## src/rtl/mem_pkg.sv

```systemverilog
// Shared types and constants for the memory requester and the block-RAM it drives.
package mem_pkg;

  // Number of addressable 32-bit words in the block RAM.
  localparam int unsigned MEM_WORDS     = 655360;
  // Byte address bits below the word index.
  localparam int unsigned WORD_ADDR_LSB = 2;

  typedef enum logic [1:0] {
    StIdle,
    StWrWait,
    StRdWait,
    StResp
  } state_e;

  // True when a byte address is word aligned and its word index lies inside the RAM.
  function automatic logic addr_in_range(input logic [31:0] addr,
                                         input int unsigned words = MEM_WORDS);
    logic [31:0] word_idx;
    word_idx = addr >> WORD_ADDR_LSB;
    return (addr[WORD_ADDR_LSB-1:0] == '0) && (word_idx < words);
  endfunction

endpackage

```

## src/rtl/mem_wait_timer.sv

```systemverilog
// Wait-cycle counter for the memory handshake; flags expiry on the last permitted cycle.
module mem_wait_timer #(
  parameter int unsigned TIMEOUT_CYCLES = 64,
  parameter int unsigned TIMER_WIDTH    = 8
) (
  input  logic clk,
  input  logic reset,
  input  logic clear,
  input  logic enable,
  output logic expired
);

  logic [TIMER_WIDTH-1:0] count_q, count_d;

  // Expired while the count sits on its final value, giving TIMEOUT_CYCLES wait cycles in total.
  assign expired = (count_q == TIMER_WIDTH'(TIMEOUT_CYCLES - 1));

  // Next count: clear wins, then saturate at the expiry value.
  always_comb begin
    count_d = count_q;
    if (clear) begin
      count_d = '0;
    end else if (enable && !expired) begin
      count_d = count_q + 1'b1;
    end
  end

  // Count register.
  always_ff @(posedge clk or negedge reset) begin
    if (!reset) begin
      count_q <= '0;
    end else begin
      count_q <= count_d;
    end
  end

endmodule

```

## src/rtl/mem_requester.sv

```systemverilog
// Initiator-side controller: turns single-word core load/store requests into the block-RAM
// valid/ready handshake, with alignment/bounds checking and a watchdog timeout.
module mem_requester #(
  parameter int unsigned MEM_WORDS      = mem_pkg::MEM_WORDS,
  parameter int unsigned TIMEOUT_CYCLES = 64,
  parameter int unsigned TIMER_WIDTH    = 8
) (
  input  logic        clk,
  input  logic        reset,
  // Core side
  input  logic        req_valid,
  output logic        req_ready,
  input  logic        req_write,
  input  logic [31:0] req_addr,
  input  logic [31:0] req_wdata,
  output logic        rsp_valid,
  output logic [31:0] rsp_rdata,
  output logic        rsp_error,
  output logic        rsp_timeout,
  // Memory write channel
  output logic [31:0] mem_in_addr,
  output logic [31:0] mem_in_data,
  output logic        mem_in_valid,
  input  logic        mem_in_ready,
  // Memory read channel
  output logic [31:0] mem_out_addr,
  output logic        mem_out_valid,
  input  logic [31:0] mem_out_data,
  input  logic        mem_out_ready,
  input  logic        mem_addr_error
);

  import mem_pkg::*;

  state_e      state_q, state_d;
  logic [31:0] addr_q, addr_d;
  logic [31:0] wdata_q, wdata_d;
  logic        in_valid_q, in_valid_d;
  logic        out_valid_q, out_valid_d;
  logic        rsp_valid_q, rsp_valid_d;
  logic [31:0] rsp_rdata_q, rsp_rdata_d;
  logic        rsp_error_q, rsp_error_d;
  logic        rsp_timeout_q, rsp_timeout_d;
  // Rejected request: RESP is entered one cycle before its response pulse.
  logic        err_pend_q, err_pend_d;

  logic        timer_clear;
  logic        timer_enable;
  logic        timer_expired;

  assign req_ready     = (state_q == StIdle);
  assign timer_enable  = (state_q == StWrWait) || (state_q == StRdWait);

  // The memory decodes the byte address itself, so both channels carry the latched byte address.
  assign mem_in_addr   = addr_q;
  assign mem_in_data   = wdata_q;
  assign mem_out_addr  = addr_q;
  assign mem_in_valid  = in_valid_q;
  assign mem_out_valid = out_valid_q;
  assign rsp_valid     = rsp_valid_q;
  assign rsp_rdata     = rsp_rdata_q;
  assign rsp_error     = rsp_error_q;
  assign rsp_timeout   = rsp_timeout_q;

  mem_wait_timer #(
    .TIMEOUT_CYCLES(TIMEOUT_CYCLES),
    .TIMER_WIDTH   (TIMER_WIDTH)
  ) u_wait_timer (
    .clk    (clk),
    .reset  (reset),
    .clear  (timer_clear),
    .enable (timer_enable),
    .expired(timer_expired)
  );

  // Next-state and registered-output logic; valid always drops on the edge that samples ready.
  always_comb begin
    state_d       = state_q;
    addr_d        = addr_q;
    wdata_d       = wdata_q;
    in_valid_d    = in_valid_q;
    out_valid_d   = out_valid_q;
    rsp_valid_d   = rsp_valid_q;
    rsp_rdata_d   = rsp_rdata_q;
    rsp_error_d   = rsp_error_q;
    rsp_timeout_d = rsp_timeout_q;
    err_pend_d    = err_pend_q;
    timer_clear   = 1'b0;

    unique case (state_q)
      StIdle: begin
        if (req_valid) begin
          addr_d      = req_addr;
          wdata_d     = req_wdata;
          timer_clear = 1'b1;
          if (!addr_in_range(req_addr, MEM_WORDS)) begin
            err_pend_d = 1'b1;
            state_d    = StResp;
          end else if (req_write) begin
            in_valid_d = 1'b1;
            state_d    = StWrWait;
          end else begin
            out_valid_d = 1'b1;
            state_d     = StRdWait;
          end
        end
      end

      StWrWait: begin
        // Ready takes priority over a simultaneous timeout.
        if (mem_in_ready) begin
          in_valid_d    = 1'b0;
          rsp_valid_d   = 1'b1;
          rsp_rdata_d   = '0;
          rsp_error_d   = mem_addr_error;
          rsp_timeout_d = 1'b0;
          state_d       = StResp;
        end else if (timer_expired) begin
          in_valid_d    = 1'b0;
          rsp_valid_d   = 1'b1;
          rsp_rdata_d   = '0;
          rsp_error_d   = 1'b0;
          rsp_timeout_d = 1'b1;
          state_d       = StResp;
        end
      end

      StRdWait: begin
        if (mem_out_ready) begin
          out_valid_d   = 1'b0;
          rsp_valid_d   = 1'b1;
          rsp_rdata_d   = mem_out_data;
          rsp_error_d   = mem_addr_error;
          rsp_timeout_d = 1'b0;
          state_d       = StResp;
        end else if (timer_expired) begin
          out_valid_d   = 1'b0;
          rsp_valid_d   = 1'b1;
          rsp_rdata_d   = '0;
          rsp_error_d   = 1'b0;
          rsp_timeout_d = 1'b1;
          state_d       = StResp;
        end
      end

      StResp: begin
        if (err_pend_q) begin
          err_pend_d    = 1'b0;
          rsp_valid_d   = 1'b1;
          rsp_rdata_d   = '0;
          rsp_error_d   = 1'b1;
          rsp_timeout_d = 1'b0;
        end else begin
          rsp_valid_d   = 1'b0;
          rsp_rdata_d   = '0;
          rsp_error_d   = 1'b0;
          rsp_timeout_d = 1'b0;
          state_d       = StIdle;
        end
      end

      default: begin
        state_d = StIdle;
      end
    endcase
  end

  // State and output registers; asynchronous reset drops every valid immediately.
  always_ff @(posedge clk or negedge reset) begin
    if (!reset) begin
      state_q       <= StIdle;
      addr_q        <= '0;
      wdata_q       <= '0;
      in_valid_q    <= 1'b0;
      out_valid_q   <= 1'b0;
      rsp_valid_q   <= 1'b0;
      rsp_rdata_q   <= '0;
      rsp_error_q   <= 1'b0;
      rsp_timeout_q <= 1'b0;
      err_pend_q    <= 1'b0;
    end else begin
      state_q       <= state_d;
      addr_q        <= addr_d;
      wdata_q       <= wdata_d;
      in_valid_q    <= in_valid_d;
      out_valid_q   <= out_valid_d;
      rsp_valid_q   <= rsp_valid_d;
      rsp_rdata_q   <= rsp_rdata_d;
      rsp_error_q   <= rsp_error_d;
      rsp_timeout_q <= rsp_timeout_d;
      err_pend_q    <= err_pend_d;
    end
  end

endmodule

```

## config.mk

```make
export PLATFORM = sky130hd
export DESIGN_NAME = mem_requester
export DESIGN_NICKNAME = d
export VERILOG_FILES = /design/src/rtl/mem_pkg.sv /design/src/rtl/mem_wait_timer.sv /design/src/rtl/mem_requester.sv
export SDC_FILE = /design/constraint.sdc
export NUM_CORES = 1
export LEC_CHECK = 0
export CORE_MARGIN = 1
export CORE_UTILIZATION = 37
export DETAILED_ROUTE_END_ITERATION = 10
export GPL_ROUTABILITY_DRIVEN = 0
export GPL_TIMING_DRIVEN = 0
export HOLD_SLACK_MARGIN = 0.02
export PLACE_DENSITY = 0.86
export SETUP_SLACK_MARGIN = 0.05
export SLEW_MARGIN = 20
export SYNTH_ARGS = -nofsm -noshare
export SYNTH_HDL_FRONTEND = slang
export SYNTH_SLANG_ARGS = --single-unit
```

## constraint.sdc

```tcl
create_clock -name clk -period 1.7 [get_ports clk]
set_input_delay 0.17 -clock clk [delete_from_list [all_inputs] [get_ports clk]]
set_output_delay 0.17 -clock clk [all_outputs]
set_load 0.02 [all_outputs]
```

; After elaboration in Yosys (flattened, before gate mapping)
; Index checks and enable logic that the tools add are counted.
[word_totals]
register_bits = 112
input_bits = 103
[classes]
addsub = 1
magnitude_cmp = 1
eq_ne = 12
mux = 43
n_reduce_logical = 16
[ops]
columns = operator, n
row1 = $mux W32, 3
row2 = $pmux W32 S3, 1
row3 = $lt A30 B20 Y1 const B, 1
row4 = $mux W1, 23
row5 = $mux W8, 2
row6 = $mux W2, 7
row7 = $reduce_and A5 Y1, 2
row8 = $pmux W1 S3, 3
row9 = $add A8 B1 Y8 const B, 1
row10 = $eq A8 B6 Y1 const B, 1
row11 = $ne A2 B2 Y1 const B, 4
row12 = $pmux W2 S4, 1
row13 = $reduce_bool A2 Y1, 4
row14 = $ne A3 B2 Y1 const B, 2
row15 = $pmux W1 S2, 3
row16 = $eq A2 B2 Y1 const B, 2
row17 = $logic_not A2 Y1, 2
row18 = $ne A2 B1 Y1 const B, 2
row19 = $reduce_and A2 Y1, 2
row20 = $reduce_and A3 Y1, 1
row21 = $reduce_bool A3 Y1, 1
row22 = $eq A2 B1 Y1 const B, 1
row23 = $logic_and A1 B1 Y1, 2
row24 = $logic_not A1 Y1, 1
row25 = $logic_or A1 B1 Y1, 1

; Depth between registers and ports, before layout
; Gate-level depths: netlist of the first run.
[logic_depth]
depth_word = 5
mapped_depth = 8
depth_no_buf = 6

; Hierarchy
; From an unflattened synthesis of the first run, not the netlist that was laid out.
[hier_totals]
cells_unflattened = 353
area_unflattened_um2 = 5056.1
[modules_own_cells]
columns = module, n_inst, cells_per_inst, area_per_inst_um2, seq_area_each_um2
row1 = mem_requester, 1, 308, 4579.4, 2602.5
row2 = mem_wait_timer, 1, 45, 476.7, 200.2

; Worst setup path after synthesis of the first run
; No wires, ideal clock.
[synth_path]
path_type = register to register
startpoint = register state_q[0]
endpoint = register addr_q[13] (netlist: mem_in_addr[13])
t_arrival_ns = 1.725
t_required_ns = 1.635
path_slack_ns = -0.090
path_stages_with_launch = 9
path_buffers = 3
period_less_slack_ns = 1.790
path_cell_list = dfrtp_1 inv_1 ha_1 buf_2 and2_1 buf_2 buf_1 nand2_1 nand2_1
[synth_via]
elab_chain_len = 2
[synth_rtl]
columns = item, line
row1 = from (decl), mem_requester.sv:35  ; state_e state_q, state_d;
row2 = from (signal assigned), mem_requester.sv:171  ; state_q <= StIdle;
row3 = from (signal assigned), mem_requester.sv:182  ; state_q <= state_d;
row4 = $logic_not A2 Y1, -
row5 = net req_ready, mem_requester.sv:12  ; output logic req_ready,
row6 = $reduce_and A2 Y1 (no source line), -
row7 = to (signal assigned), mem_requester.sv:183  ; addr_q <= addr_d;
row8 = to (decl), mem_requester.sv:36  ; logic [31:0] addr_q, addr_d;
; The timed path passes the listed nets, and every way through them passes these cells.
; A chain may end at the register's enable or synchronous reset.

; Final worst setup path of the first run
[layout_path]
startpoint = register u_wait_timer.count_q[0]
endpoint = register rsp_rdata_q[9] (netlist: rsp_rdata[9])
[layout_via]
elab_chain_len = 4
word_cells_on_any_way = 5
classes_between = 1 x eq/ne / 4 x mux
[layout_rtl]
columns = item, line
row1 = from (decl), mem_wait_timer.sv:13  ; logic [TIMER_WIDTH-1:0] count_q, count_d;
row2 = from (signal assigned), mem_wait_timer.sv:33  ; count_q <= count_d;
row3 = $eq A8 B6 Y1 (*), mem_wait_timer.sv:16  ; assign expired = (count_q == TIMER_WIDTH'(TIMEOUT_CYCLES - 1));
row4 = $mux W32 (*), -
row5 = "$mux W32, on equally long branches", -
row6 = $pmux W32 S3 (*), -
row7 = to (signal assigned), mem_requester.sv:188  ; rsp_rdata_q <= rsp_rdata_d;
row8 = to (decl), mem_requester.sv:41  ; logic [31:0] rsp_rdata_q, rsp_rdata_d;
; Mark *: on every way between the ends. The rest lies on a longest branch, timed or not.

==> run summary, run 1 <==
- 895 — number of placed instances, taps included
- true — unrepaired setup endpoints after global routing
- flop — critical path launch point type
- flop — crit end category
- 0 — number of hold violations in the final report
- 1.17 mV — VDD IR-drop max
- 924 — number of cells in the finished layout apart from fillers
- 116 um — Die Y-Extent
- 0.382 — effective utilization at floorplan
- 4381 — total via count after detailed routing
- yes — clock tree from TritonCTS
- 0.0155 — adder-cell share of the synthesized area
- 4205 — via count of the first global-routing pass
- 0 — count of antenna diodes in the layout
- 0 — Max Cap Violations
- 0.639 — final core utilization
- -20.2 ps — total negative slack
- rsp_rdata[9] — FF-to-FF End
- 0.00906 — synthesized-area fraction occupied by xor and xnor cells
- 67.6% — area added between synthesis and finish
- 14.9 um — Routed wire per std cell
- 236 — IO buf count
- 0.584 GHz — fmax
- 0 — global route total overflow
- 0.00810 sq mm — final design area excluding fillers
- input port to asynchronous set/reset pin — worst min path class
- 486 — post-synthesis cell count
- 0.0135 sq mm — area enclosed by the die boundary
- 237 — # IOs
- 15.7 mW — final total power
- u_wait_timer.count_q[0] — reg2reg start
- 0.00414 — proportion of synthesized area in mux cells
- 2 — CTS Buffer Depth
- sky130_fd_sc_hd__dfrtp_1 — area leader, netlist
- 0 — antenna violations before repair
- flop to flop — critical setup path kind
- simple AND/OR/NAND/NOR gates — main combinational cell family by area after synthesis
- 4 — 1st-pass router iterations
- 0.152 — layout cells sized above 1
- 0.00483 sq mm — synthesized cell area
- 0 — # DRC
- 3 — H-Tree Depth
- 453 ps — pin slew with the least headroom to its limit
- 0.698 — Slew HR
- 10100 um — placed wire-length estimate after detailed placement
- 43 — number of distinct library cells after synthesis
- 69 — largest net degree at the start of global routing
- 70 ps — clock-pin slew reported for the worst setup and hold paths after clock tree synthesis
- 41 — row count
- 0.0127 sq mm — core region area
- 6 — Worst Reg-to-Reg Cells
- 0 — number of warning messages in the yosys log
- 0 — ANT nets after route
- 340 ps — clk_lat worst skew
- -459 ps — post-placement worst setup slack
- sky130_fd_sc_hd__dfrtp_1 (58%), sky130_fd_sc_hd__nand2_1 (15%), sky130_fd_sc_hd__a22o_1 (6.0%), sky130_fd_sc_hd__buf_4 (5.0%), sky130_fd_sc_hd__ha_1 (1.6%) — largest cells by area after synthesis
- 112 — number of sinks on the clock net
- 0.580 — register area share after synthesis
- 9.95 sq um — average instance area after synthesis
- 0.209 — simple logic cell fraction of the synthesized area
- 112 — register bit total from synthesis
- 0.198 — Total GRT Usage
- 4 — number of setup violations in the final report
- sky130_fd_sc_hd__clkbuf_16 — root buffer selected by CTS
- 304 ps — final hold slack
- 10 — Worst Path Max Fanout
- 0.00747 sq mm — Post-DP Area
- 1940 mW/mm^2 — cell area power density
- -10 ps — flop-to-flop setup slack
- 0.580 — post-synth top area share
- setup timing — violated checks
- 192 — detailed router's first-iteration violation count
- 1.01 — final cycle utilization of the critical path
- 0 — final count of pins violating max slew
- -11.7 ps — post-route setup slack
- 595 — Post-Synthesis Net Count
- 116 um — Die X-Extent
- 4.74 — vias per std cell
- 20500 um — wire length of the first global-routing pass
- 1710 ps — post-layout minimum cycle time
- 7.83 ps — Worst Clk Skew
- 9 — number of buffers inserted during clock tree synthesis
- 13800 um — overall routed net length
- 857 — fin nets
- 3.95 nW — static leakage
- 1930 ps — endpoint required time on the critical path
- 0.105 — fraction of the mapped netlist area in compound gates
- finished, violations left — status
- 1940 ps — signal arrival time at the worst endpoint
-- routing by layer --
layer  vias up  global-route usage  wire [um]
met2       174               0.350       6970
met4         0              0.0530        167
met3        16              0.0540       1010
li1       2103                   -          -
met1      2088               0.236       5600
met5         -                   0          0
-- cells in the final DEF, fill, tap and decap left out, drive strengths merged, types with 2 or more instances in the layout --
cell type | netlist | final
inv | 6 | 7
and3 | 2 | 2
nand2 | 197 | 197
clkdlybuf4s50 | 0 | 222
or3 | 2 | 2
and2 | 3 | 3
ha | 6 | 6
clkbuf | 11 | 23
nor2 | 13 | 13
clkinv | 0 | 2
buf | 43 | 55
o32ai | 2 | 2
clkinvlp | 0 | 2
nor4 | 5 | 5
dlymetal6s2s | 0 | 12
nand3 | 4 | 4
dfrtp | 112 | 112
a21o | 2 | 2
mux2i | 2 | 2
a21oi | 10 | 10
nand4 | 5 | 5
a22o | 33 | 33
xor2 | 4 | 4
o21ai | 9 | 9
o211ai | 3 | 3
-- worst max-delay path by stage --
stage	start	endpoint	slack, ps	cells after the start
2_1_floorplan	u_wait_timer.count_q[0]	rsp_rdata[10]	30	6
3_3_place_gp	reset	mem_in_data[8]	-3830	1
3_5_place_dp	state_q[0]	mem_in_data[27]	-460	8
4_1_cts	u_wait_timer.count_q[0]	rsp_rdata[9]	-20	6
5_1_grt	u_wait_timer.count_q[1]	rsp_rdata[14]	-60	6
6_report	u_wait_timer.count_q[0]	rsp_rdata[9]	-10	6
-- cell type report --
class | count | area (sq um)
fill | 1027 | 4570
sequential | 112 | 2800
timing repair buffer | 251 | 2530
multi-input combinational | 314 | 1780
buffer | 54 | 449
clock buffer | 9 | 225
tap | 172 | 215
clock inverter | 6 | 70.1
inverter | 6 | 25.0
-- timing repair --
action	in CTS	in global routing
buffers inserted	11	2
hold endpoints to repair	44	0
hold buffers	1	0
pin swaps	5	7
setup endpoints to repair	110	120
gates resized for setup	25	45
-- cell families (layout without fill, tap and decap cells) --
family | count (synthesis) | after routing
compound gates | 65 | 65
xor+xnor | 5 | 5
fa+ha+maj | 6 | 6
buf+inv | 60 | 326
flops | 112 | 112
mux | 2 | 2
simple gates | 236 | 236
-- synth_stat cells, drive strengths merged --
library cell	n
nand2b	1
a22o	33
ha	6
xnor2	1
buf	43
o22ai	1
and2	3
a21o	2
or3	2
and4	1
inv	6
a21boi	1
mux2i	2
and3	2
nand2	197
o21a	1
or3b	1
nand3	4
o32ai	2
nor3b	1
o21ai	9
clkbuf	11
nor2b	1
a21oi	10
a2111o	1
nor2	13
a2bb2oi	1
dfrtp	112
o2bb2ai	1
nor4	5
o211ai	3
xor2	4
nand4	5
-- critical path, stage by stage, from the launching register on --
cell and delay (ps):
sky130_fd_sc_hd__dfrtp_1 410, sky130_fd_sc_hd__ha_4 150, sky130_fd_sc_hd__or3b_4 410, sky130_fd_sc_hd__nor2_8 130, sky130_fd_sc_hd__o21ai_4 110, sky130_fd_sc_hd__buf_6 160
sky130_fd_sc_hd__a22o_1 230
-- power by group --
part	internal [mW]	switching (mW)	leakage, nW	total (mW)
Sequential	3.86	0.824	1.44	4.68
Clock	1.15	0.967	0.139	2.11
Combinational	4.49	4.40	2.38	8.89
Total	9.49	6.20	3.95	15.7
-- sequential cells by signal (all words and copies together), names as in the netlist --
register              cells
rsp_rdata                32
u_wait_timer.count_q      8
mem_out_valid             1
mem_in_valid              1
mem_in_addr              32
state_q                   2
rsp_timeout               1
mem_in_data              32
err_pend_q                1
rsp_error                 1
rsp_valid                 1
Power figures use the tool's default switching activity.
==> inputs of run 2 (changes only) <==
CORE_MARGIN = not set   (was 1)
==> results of run 2 <==
The final DEF is identical to that of run 1; final timing and power are the same.
==> inputs of run 3 (changes only) <==
ABC_AREA = 1   (was not set)
CORE_UTILIZATION = 38   (was 37)
==> run 3 against run 2 <==
Against the previous run: the run now ends clean; via count increased by 8.8%; setup slack gained 110 ps; hold slack gained 51 ps; clock power shrank 3%.
==> run summary, run 3 <==
- 1015 — number of placed instances, taps included
- 580 ps — worst stage delay on the critical path
- yes — clock tree from TritonCTS
- input port to asynchronous set/reset pin — worst min path class
- 0 — number of flops mapped to enable cells by yosys
- 121 um — Die Y-Extent
- state_q[0] — reg2reg start
- 0 — antenna violations before repair
- 4 — 1st-pass router iterations
- 0 — count of antenna diodes in the layout
- mem_in_addr[23] — CP Launch Point
- 0.933 mV — VDD IR-drop max
- buffers and inverters — category of cells accounting for the largest share of critical-path delay
- 240 — detailed router's first-iteration violation count
- 0 — number of hold violations in the final report
- 0.623 GHz — fmax
- sky130_fd_sc_hd__dfrtp_1 (52%), sky130_fd_sc_hd__nand2_1 (16%), sky130_fd_sc_hd__nand3_2 (5.6%), sky130_fd_sc_hd__buf_4 (4.8%), sky130_fd_sc_hd__nand3_1 (3.8%) — largest cells by area after synthesis
- 0.523 — post-synth top area share
- 43 — row count
- 1210 — number of fill cells
- 31 — number of distinct library cells after synthesis
- 1610 ps — post-layout minimum cycle time
- buf_4 > clkdlybuf4s50_1 — cells traversed along the worst timing path
- 4.13 nW — static leakage
- 9 — number of buffers inserted during clock tree synthesis
- flop — critical path launch point type
- 0.945 — final cycle utilization of the critical path
- 0 — final count of pins violating max slew
- 4768 — total via count after detailed routing
- sky130_fd_sc_hd__dfrtp_1 — leading register cell type out of synthesis
- 0.0146 sq mm — area enclosed by the die boundary
- 0 — ANT nets after route
- 0.00536 sq mm — synthesized cell area
- 1530 ps — endpoint required time on the critical path
- 0 ps — total negative slack
- 112 — register bit total from synthesis
- 707 — Post-Synthesis Net Count
- 1810 mW/mm^2 — cell area power density
- 22300 um — wire length of the first global-routing pass
- 0 — number of warning messages in the yosys log
- 0.606 — final core utilization
- 340 ps — clk_lat worst skew
- sky130_fd_sc_hd__nand2_1 — most common cell after layout, fill and taps aside
- 0.387 — effective utilization at floorplan
- 1034 — number of cells in the finished layout apart from fillers
- 0.653 — Slew HR
- 8.37 ps — Worst Clk Skew
- sky130_fd_sc_hd__clkbuf_16 — root buffer selected by CTS
- 0.184 — layout cells sized above 1
- 0.193 — Total GRT Usage
- 61 — largest net degree at the start of global routing
- 958 — fin nets
- 1.00 — asr flop ratio synth
- 355 ps — final hold slack
- 13.4 um — Routed wire per std cell
- 56.4% — area added between synthesis and finish
- true — unrepaired setup endpoints after global routing
- 2 — Critical path buffers and inverters
- 3 — H-Tree Depth
- 3 — Worst Path Max Fanout
- finished, final reports clean — status
- 0.523 — register area share after synthesis
- 2 — CTS Buffer Depth
- 520 ps — pin slew with the least headroom to its limit
- sky130_fd_sc_hd__clkdlybuf4s50_1 — Slowest-stage cell, CP
- 15.1 mW — final total power
- 13900 um — overall routed net length
- 0 — # DRC
- sky130_fd_sc_hd__dfrtp_1 — area leader, netlist
- 237 — # IOs
- 10200 um — placed wire-length estimate after detailed placement
- 4.61 — vias per std cell
- 0 — global route total overflow
- 112 — number of sinks on the clock net
- 236 — IO buf count
- sky130_fd_sc_hd__nand2_1 (224), sky130_fd_sc_hd__dfrtp_1 (112), sky130_fd_sc_hd__nand3_1 (41) — most frequent cells after synthesis
- 4461 — via count of the first global-routing pass
- 70 ps — clock-pin slew reported for the worst setup and hold paths after clock tree synthesis
- 121 um — Die X-Extent
- sky130_fd_sc_hd__nand2_1 — library cell with the highest instance count after synthesis
- 0 — number of setup violations in the final report
- 0.0138 sq mm — core region area
- output port — crit end category
- 8.96 sq um — average instance area after synthesis
- 0 — Max Cap Violations
- sky130_fd_sc_hd__nand2_1 (224), sky130_fd_sc_hd__clkdlybuf4s50_1 (221), sky130_fd_sc_hd__dfrtp_1 (112), sky130_fd_sc_hd__nand3_1 (41), sky130_fd_sc_hd__buf_4 (36) — commonest non-fill, non-tap cells in the layout
- flop to output port — critical setup path kind
- 598 — post-synthesis cell count
- 1440 ps — signal arrival time at the worst endpoint
[run 3: cell types whose count changed after synthesis, sizes merged, moves of 3 or more]
cell | before | now
nand3 | 4 | 72
inv | 6 | 24
a22o | 33 | 0
and2 | 3 | 0
clkbuf | 11 | 8
nor4 | 5 | 0
o31ai | 0 | 3
nor2 | 13 | 26
buf | 43 | 51
o211ai | 3 | 0
nand2 | 197 | 260
[run 3: cell type report]
| class | instances | area (sq um) | share of cell area |
|---|---|---|---|
| sequential | 112 | 2800 | 0.335 |
| multi-input combinational | 402 | 2040 | 0.244 |
| inverter | 25 | 128 | 0.0152 |
| clock inverter | 2 | 12.5 | 0.00149 |
| clock buffer | 14 | 274 | 0.0327 |
| tap | 180 | 225 | 0.0269 |
| timing repair buffer | 240 | 2440 | 0.291 |
| buffer | 59 | 448 | 0.0535 |
[run 3: power by group]
group | internal (mW) | switching (mW)
logic | 4.06 | 4.48
clock network | 1.12 | 0.927
registers | 3.76 | 0.795
[run 3: cells by family after synthesis]
family	share of synthesized area
flops	0.523
simple gates	0.329
compound gates	0.0297
fa+ha+maj	0.0140
buf+inv	0.0991
xor+xnor	0.00491
[run 3: final timing paths]
kind / slack (ps) / depth (start not counted) / endpoint
worst max-delay path: 90 / 2 / mem_out_addr[23]
worst min-delay path: 360 / 2 / mem_in_addr[4]
worst max register to register: 130 / 8 / rsp_rdata[30]
worst min register to register: 480 / 2 / mem_in_data[12]
max in group asynchronous: 670 / 3 / mem_in_data[20]
min in group clk: 360 / 3 / mem_in_addr[17]
[run 3: through the flow]
step / setup slack [ps] / instance area (sq um)
4_1_cts: 61.7 / 8290
3_5_place_dp: -123 / 7970
5_1_grt: 20.4 / 8370
3_3_place_gp: -4010 / 7950
2_1_floorplan: 105 / 5360
6_report: 94.1 / 8370
[run 3: worst register-to-register path, stage by stage (launching register included)]
cell and delay, ps:
sky130_fd_sc_hd__dfrtp_1 400, sky130_fd_sc_hd__buf_4 160, sky130_fd_sc_hd__ha_1 250, sky130_fd_sc_hd__nor2_2 160, sky130_fd_sc_hd__a21oi_2 90, sky130_fd_sc_hd__nand2_4 110
sky130_fd_sc_hd__buf_6 180, sky130_fd_sc_hd__nand3_2 90, sky130_fd_sc_hd__nand2_2 60
[run 3: per-layer routing]
layer  GRT usage  up-vias  wire, um
met3      0.0401       15       869
met1       0.257     2231      6070
met2       0.315      161      6720
met5           0        -         0
met4      0.0594        0       227
li1            -     2361         -
[run 3: timing repair]
action | in CTS | in global routing
hold endpoints to repair | 52 | 0
endpoints found under the setup margin | 98 | 105
hold buffers | 1 | 0
resized for setup | 10 | 36
setup buffers | 1 | 1
==> patch 1: new RTL, flow settings as in run 1 <==
`TIMER_WIDTH` is set to 8 in 2 places; all go to 6.
--- a/src/rtl/mem_wait_timer.sv
+++ b/src/rtl/mem_wait_timer.sv
@@ -2,5 +2,5 @@
 module mem_wait_timer #(
   parameter int unsigned TIMEOUT_CYCLES = 64,
-  parameter int unsigned TIMER_WIDTH    = 8
+  parameter int unsigned TIMER_WIDTH    = 6
 ) (
   input  logic clk,
--- a/src/rtl/mem_requester.sv
+++ b/src/rtl/mem_requester.sv
@@ -4,5 +4,5 @@
   parameter int unsigned MEM_WORDS      = mem_pkg::MEM_WORDS,
   parameter int unsigned TIMEOUT_CYCLES = 64,
-  parameter int unsigned TIMER_WIDTH    = 8
+  parameter int unsigned TIMER_WIDTH    = 6
 ) (
   input  logic        clk,
Formal check against the unedited RTL: same outputs for any inputs over 4 cycles, from zero or initial values and one cycle with reset low; that may be too few to reach the edited logic, so the function may still have changed.
==> patch 1 against run 1 <==
  * First-iteration DRC count grew 47%
  * Area after synthesis shrank 3.3%
  * Utilization grew 1.3 points
  * Via count grew 0.30%
  * Worst setup slack gained 0.025 ns
  * Design area shrank 2.1%
  * Wire length grew 2.1%
  * Cell count shrank 0.87%
  * Power shrank 1.5%
  * Count of clock-buffer cells in the layout is the same
  * Critical path depth is the same
  * Sequential cell count shrank 2
  * Critical path type unchanged
  * Largest power group unchanged
==> patch 1: results (changes against run 1) <==
post-synth net total: 586 (was 595)
first-pass GRT wire length: 21900 um (was 20500 um)
diode count: 0 (unchanged)
fin cells: 916 (was 924)
max_cap viols: 0 (unchanged)
clk_skew: 0.00999 ns (was 0.00783 ns)
final net count: 854 (was 857)
Gate Count Post-Synth: 477 (was 486)
Max clock buf depth: 2 (unchanged)
placed insts: 882 (was 895)
met2 GRT Util: 0.395 (was 0.350)
fraction of layout cells with a size suffix above 1: 0.152 (about the same)
Yosys warnings: 0 (unchanged)
Total GRT Usage: 0.212 (was 0.198)
status: finished, final reports clean (was complete, but fails checks)
worst min path class: primary input to register (was primary input to asynchronous set/reset pin)
top cells by area, synth: dfrtp_1 (59%), nand2_1 (16%), a22o_1 (6.0%), buf_4 (5.1%), ha_1 (1.6%) (was dfrtp_1 (58%), nand2_1 (15%), a22o_1 (6.0%), buf_4 (5.0%), ha_1 (1.6%))
slowest stage delay, CP: 0.40 ns
Worst-Margin Slew: 0.394 ns (was 0.453 ns)
static leakage: 3.81 nW (was 3.95 nW)
synth cell count leaders: nand2_1 (200), dfrtp_1 (110), a22o_1 (32), buf_4 (32), clkbuf_1 (17) (was nand2_1 (197), dfrtp_1 (112), a22o_1 (33))
CTS buffer count: 9 (unchanged)
pre-CTS WS: -0.526 ns (was -0.459 ns)
initial antenna violation count: 0 (unchanged)
DP HPWL: 10500 um (was 10100 um)
asr flop ratio synth: 1.00 (unchanged)
CP max FO: 8 (was 10)
initial DRC count: 282 (was 192)
via count: 4394 (was 4381)
Port Buffers: 236 (unchanged)
drt wl/cell: 15.3 um (was 14.9 um)
Yosys cell types: 43 (unchanged)
grt met1 use: 0.242 (was 0.236)
placed inst area: 7280 sq um (was 7470 sq um)
largest net degree at the start of global routing: 79 (was 69)
grt met3 use: 0.0482 (was 0.0540)
vias in the first global route: 4550 (was 4205)
Critical-path top delay cell: dfrtp_1 (unchanged)
sequential area share after synthesis: 0.589 (was 0.580)
fillcell total: 968 (was 1027)
H-tree levels: 3 (unchanged)
crit path DAT: 1.90 ns (was 1.94 ns)
Net Sw Power: 6.17 mW (was 6.20 mW)
maximum VDD drop: 0.000969 V (was 0.00117 V)
==> patch 1: cell types whose count changed after synthesis, sizes merged, moves of 2 or more <==
cell | before | now
buf | 43 | 35
clkbuf | 11 | 17
a21oi | 10 | 7
nand2 | 197 | 200
nand3 | 4 | 1
a2111oi | 0 | 2
dfrtp | 112 | 110
inv | 6 | 8
nand4 | 5 | 3
nor3 | 0 | 2
nor4 | 5 | 3
o32ai | 2 | 0
xor2 | 4 | 2
==> patch 1: routing by layer <==
metal | vias up | wire length, um
li1 | 2062 | -
met1 | 2119 | 5470
met2 | 194 | 7330
met3 | 19 | 1020
met4 | 0 | 220
met5 | - | 0
==> patch 1: metrics by stage <==
stage                     utilization  setup TNS, ns  hold WS [ns]
final                           0.652              0         0.159
after global routing            0.652         -0.906         0.171
after CTS                       0.635              0         0.283
after detailed placement        0.599         -37.59        0.0753
after global placement          0.597        -420.98         0.459
after floorplan                     -              0        -0.126
==> patch 1: power by group through the flow <==
stage	combinational, mW	clock (mW)	sequential [mW]
CTS	8.49	1.95	4.65
finish	8.87	1.91	4.67
global route	9.45	2.05	4.82
detailed placement	8.21	0	4.66
floorplan	2.99	0	5.88
global placement	7.95	0	4.62
==> patch 1: path summary, 6_finish.rpt <==
check / startpoint / end / slack [ns] / cells past startpoint
min reg2reg: mem_in_data[26]$_DFFE_PN0P_ / mem_in_data[26]$_DFFE_PN0P_ / 0.48 / 2
max reg2reg: u_wait_timer.count_q[0]$_DFFE_PN0P_ / rsp_rdata[7]$_DFFE_PN0P_ / 0.01 / 6
min in group asynchronous: reset / state_q[0]$_DFFE_PN0P_ / 0.28 / 2
max in group asynchronous: reset / mem_in_addr[23]$_DFFE_PN0P_ / 0.73 / 3
min: req_addr[25] / mem_in_addr[25]$_DFFE_PN0P_ / 0.16 / 3
max: u_wait_timer.count_q[0]$_DFFE_PN0P_ / rsp_rdata[7]$_DFFE_PN0P_ / 0.01 / 6
==> patch 1: repair_timing <==
action	CTS	global route
pin swaps	9	38
gates cloned	0	3
resized for setup	42	60
setup buffers	11	7
hold buffers	1	0
setup endpoints to repair	106	111
endpoints found under the hold margin	32	0
==> patch 1: cell families (layout without fill, tap and decap cells) <==
family | count (synthesis) | count (layout) | synth area share
AOI/OAI and AO/OA | 67 | 67 | 0.110
xor gates and xnor gates | 3 | 3 | 0.00562
adders and majority gates | 6 | 6 | 0.0161
buffers and inverters | 60 | 331 | 0.0747
DFF | 110 | 110 | 0.589
muxes | 2 | 2 | 0.00455
and+or+nand+nor | 229 | 229 | 0.200
==> patch 1: area by class of cell <==
class / instances / area share
clock inverter: 5 / 0.00473
inverter: 8 / 0.00379
tap: 168 / 0.0265
timing repair buffer: 257 / 0.324
buffer: 52 / 0.0494
sequential: 110 / 0.347
multi-input combinational: 307 / 0.216
clock buffer: 9 / 0.0284
==> patch 2: new RTL, config.mk and constraints of run 1 <==
Made on the original files. Re-encode `state_e` (4 states) as one-hot, 4 bits wide.
--- a/src/rtl/mem_pkg.sv
+++ b/src/rtl/mem_pkg.sv
@@ -7,9 +7,9 @@
   localparam int unsigned WORD_ADDR_LSB = 2;
 
-  typedef enum logic [1:0] {
-    StIdle,
-    StWrWait,
-    StRdWait,
-    StResp
+  typedef enum logic [3:0] {
+    StIdle   = 4'b0001,
+    StWrWait = 4'b0010,
+    StRdWait = 4'b0100,
+    StResp   = 4'b1000
   } state_e;
 
Behaviour: no difference found for any inputs over 4 cycles, from zero or initial values and one cycle with reset low; so few cycles prove little.
==> patch 2 against run 1 <==
  * The run still ends with setup timing left
  * Combinational power decreased by 10%
  * Sequential cell count up 2
  * Wire length is 22% higher
  * Design area is 16% higher
  * Worst setup slack worse by 0.19 ns
  * Sequential share of layout area fell by 4.3 points
  * Via count grew 10%
  * Area after synthesis grew 1.3%
  * First-iteration DRC count grew 23%
  * Sequential power is 10% lower
  * Power is 3.2% higher
  * Critical path type unchanged
==> patch 2: results (changes against run 1) <==
final setup vio count: 114 (was 4)
static leakage: 4.45 nW (was 3.95 nW)
status: complete, but fails checks (unchanged)
worst r2r path cells: 9 (was 6)
initial DRC count: 236 (was 192)
Synth Flop Type: dfrtp_1 (unchanged)
Total GRT Usage: 0.234 (was 0.198)
Post-Route Setup TNS: -16.21 ns (was -0.0202 ns)
worst min path class: primary input to asynchronous set/reset pin (unchanged)
fillcell total: 848 (was 1027)
multi-input logic area: 2050 sq um (was 1780 sq um)
final net count: 913 (was 857)
largest net degree at the start of global routing: 65 (was 69)
Detailed Routing Iterations Pass 1: 6 (was 4)
sequential area share after synthesis: 0.583 (was 0.580)
maximum VDD drop: 0.00105 V (was 0.00117 V)
CTS Root Cell: clkbuf_16 (unchanged)
top cells by area, synth: dfrtp_1 (58%), nand2_1 (15%), a22o_1 (5.9%), buf_4 (5.2%), buf_2 (1.4%) (was dfrtp_1 (58%), nand2_1 (15%), a22o_1 (6.0%), buf_4 (5.0%), ha_1 (1.6%))
critical path class: register to register (unchanged)
first-pass GRT wire length: 23800 um (was 20500 um)
Clock Latency Late Sink: 0.42 ns (was 0.34 ns)
H-tree levels: 4 (was 3)
Slew Viols, Final: 0 (unchanged)
Max clock buf depth: 2 (unchanged)
crit path DAT: 2.25 ns (was 1.94 ns)
asr flop ratio synth: 1.00 (unchanged)
diode count: 0 (unchanged)
DR vias/cell: 4.87 (was 4.74)
Port Buffers: 236 (unchanged)
DP HPWL: 9950 um (was 10100 um)
slowest stage delay, CP: 0.54 ns (was 0.41 ns)
Yosys top cell area share: 0.577 (was 0.580)
vias in the first global route: 4680 (was 4205)
fraction of layout cells with a size suffix above 1: 0.286 (was 0.152)
Worst Hold Margin: 0.260 ns (was 0.304 ns)
Yosys cell types: 46 (was 43)
placed inst area: 7540 sq um (was 7470 sq um)
Crit. Startpoint: state_q[0]$_DFFE_PN1P_ (was u_wait_timer.count_q[0]$_DFFE_PN0P_)
CP endpoint: err_pend_q$_DFFE_PN0P_ (was rsp_rdata[9]$_DFFE_PN0P_)
drt wl/cell: 16.8 um (was 14.9 um)
clock transition at the registers of the reported paths: 0.05 ns (was 0.07 ns)
initial antenna violation count: 0 (unchanged)
Critical-path top delay cell: dfstp_2 (was dfrtp_1)
synth cell count leaders: nand2_1 (200), dfrtp_1 (113), buf_4 (34) (was nand2_1 (197), dfrtp_1 (112), a22o_1 (33))
Worst Slack Setup Final: -0.197 ns (was -0.0117 ns)
Yosys warnings: 0 (unchanged)
Worst-Margin Slew: 0.505 ns (was 0.453 ns)
failing checks: setup timing (unchanged)
CP max FO: 6 (was 10)
CTS buffer count: 17 (was 9)
post-synth net total: 602 (was 595)
clk_skew: 0.00554 ns (was 0.00783 ns)
==> patch 2: logic make-up after synthesis <==
family	count (synthesis)	synth area share
buffers and inverters	68	0.0864
adders and majority gates	1	0.00255
muxes	4	0.00818
AOI/OAI and AO/OA	64	0.0999
and+or+nand+nor	244	0.215
DFF	114	0.583
xor gates and xnor gates	3	0.00537
==> patch 2: report_power, final <==
| part | total (mW) | internal [mW] | switching (mW) | leakage (nW) |
|---|---|---|---|---|
| Combinational | 7.96 | 4.06 | 3.89 | 2.65 |
| Clock | 4.03 | 2.77 | 1.26 | 0.324 |
| Sequential | 4.19 | 3.54 | 0.658 | 1.47 |
==> patch 2: routing by layer <==
metal / global-route usage / vias to the layer above / wire length [um]
met3: 0.0757 / 33 / 931
met4: 0.0987 / 0 / 378
li1: - / 2249 / -
met2: 0.409 / 182 / 8660
met5: 0 / - / 0
met1: 0.265 / 2376 / 6740
==> patch 2: stage by stage <==
step / cells / worst slack (ns)
after floorplan: 498 / -0.0935
after global placement: 906 / -3.94
after detailed placement: 907 / -0.331
after CTS: 979 / -0.204
after global routing: 993 / -0.254
final: 993 / -0.197
==> patch 2: layout make-up <==
class,count,share of cell area
multi-input cells,316,0.218
inverters,9,0.00412
clock inverters,11,0.0222
plain buffers,59,0.0618
flip-flops and latches,114,0.303
well taps,172,0.0229
clock buffers,20,0.0475
repair buffers,292,0.320
==> patch 2: critical path, delay by kind of cell (launching register included) <==
kind	cells	cell delay, ns
AO/OA/AOI/OAI	1	0.05
flip-flops	1	0.54
buffers and inverters	5	0.51
AND/OR/NAND/NOR	3	0.71
==> patch 2: timing repair <==
item,CTS,global route
hold buffers,1,0
resized for setup,128,104
endpoints found under the hold margin,49,0
pin swaps,19,31
setup endpoints to repair,147,117
cloned,8,4
setup buffers,33,10
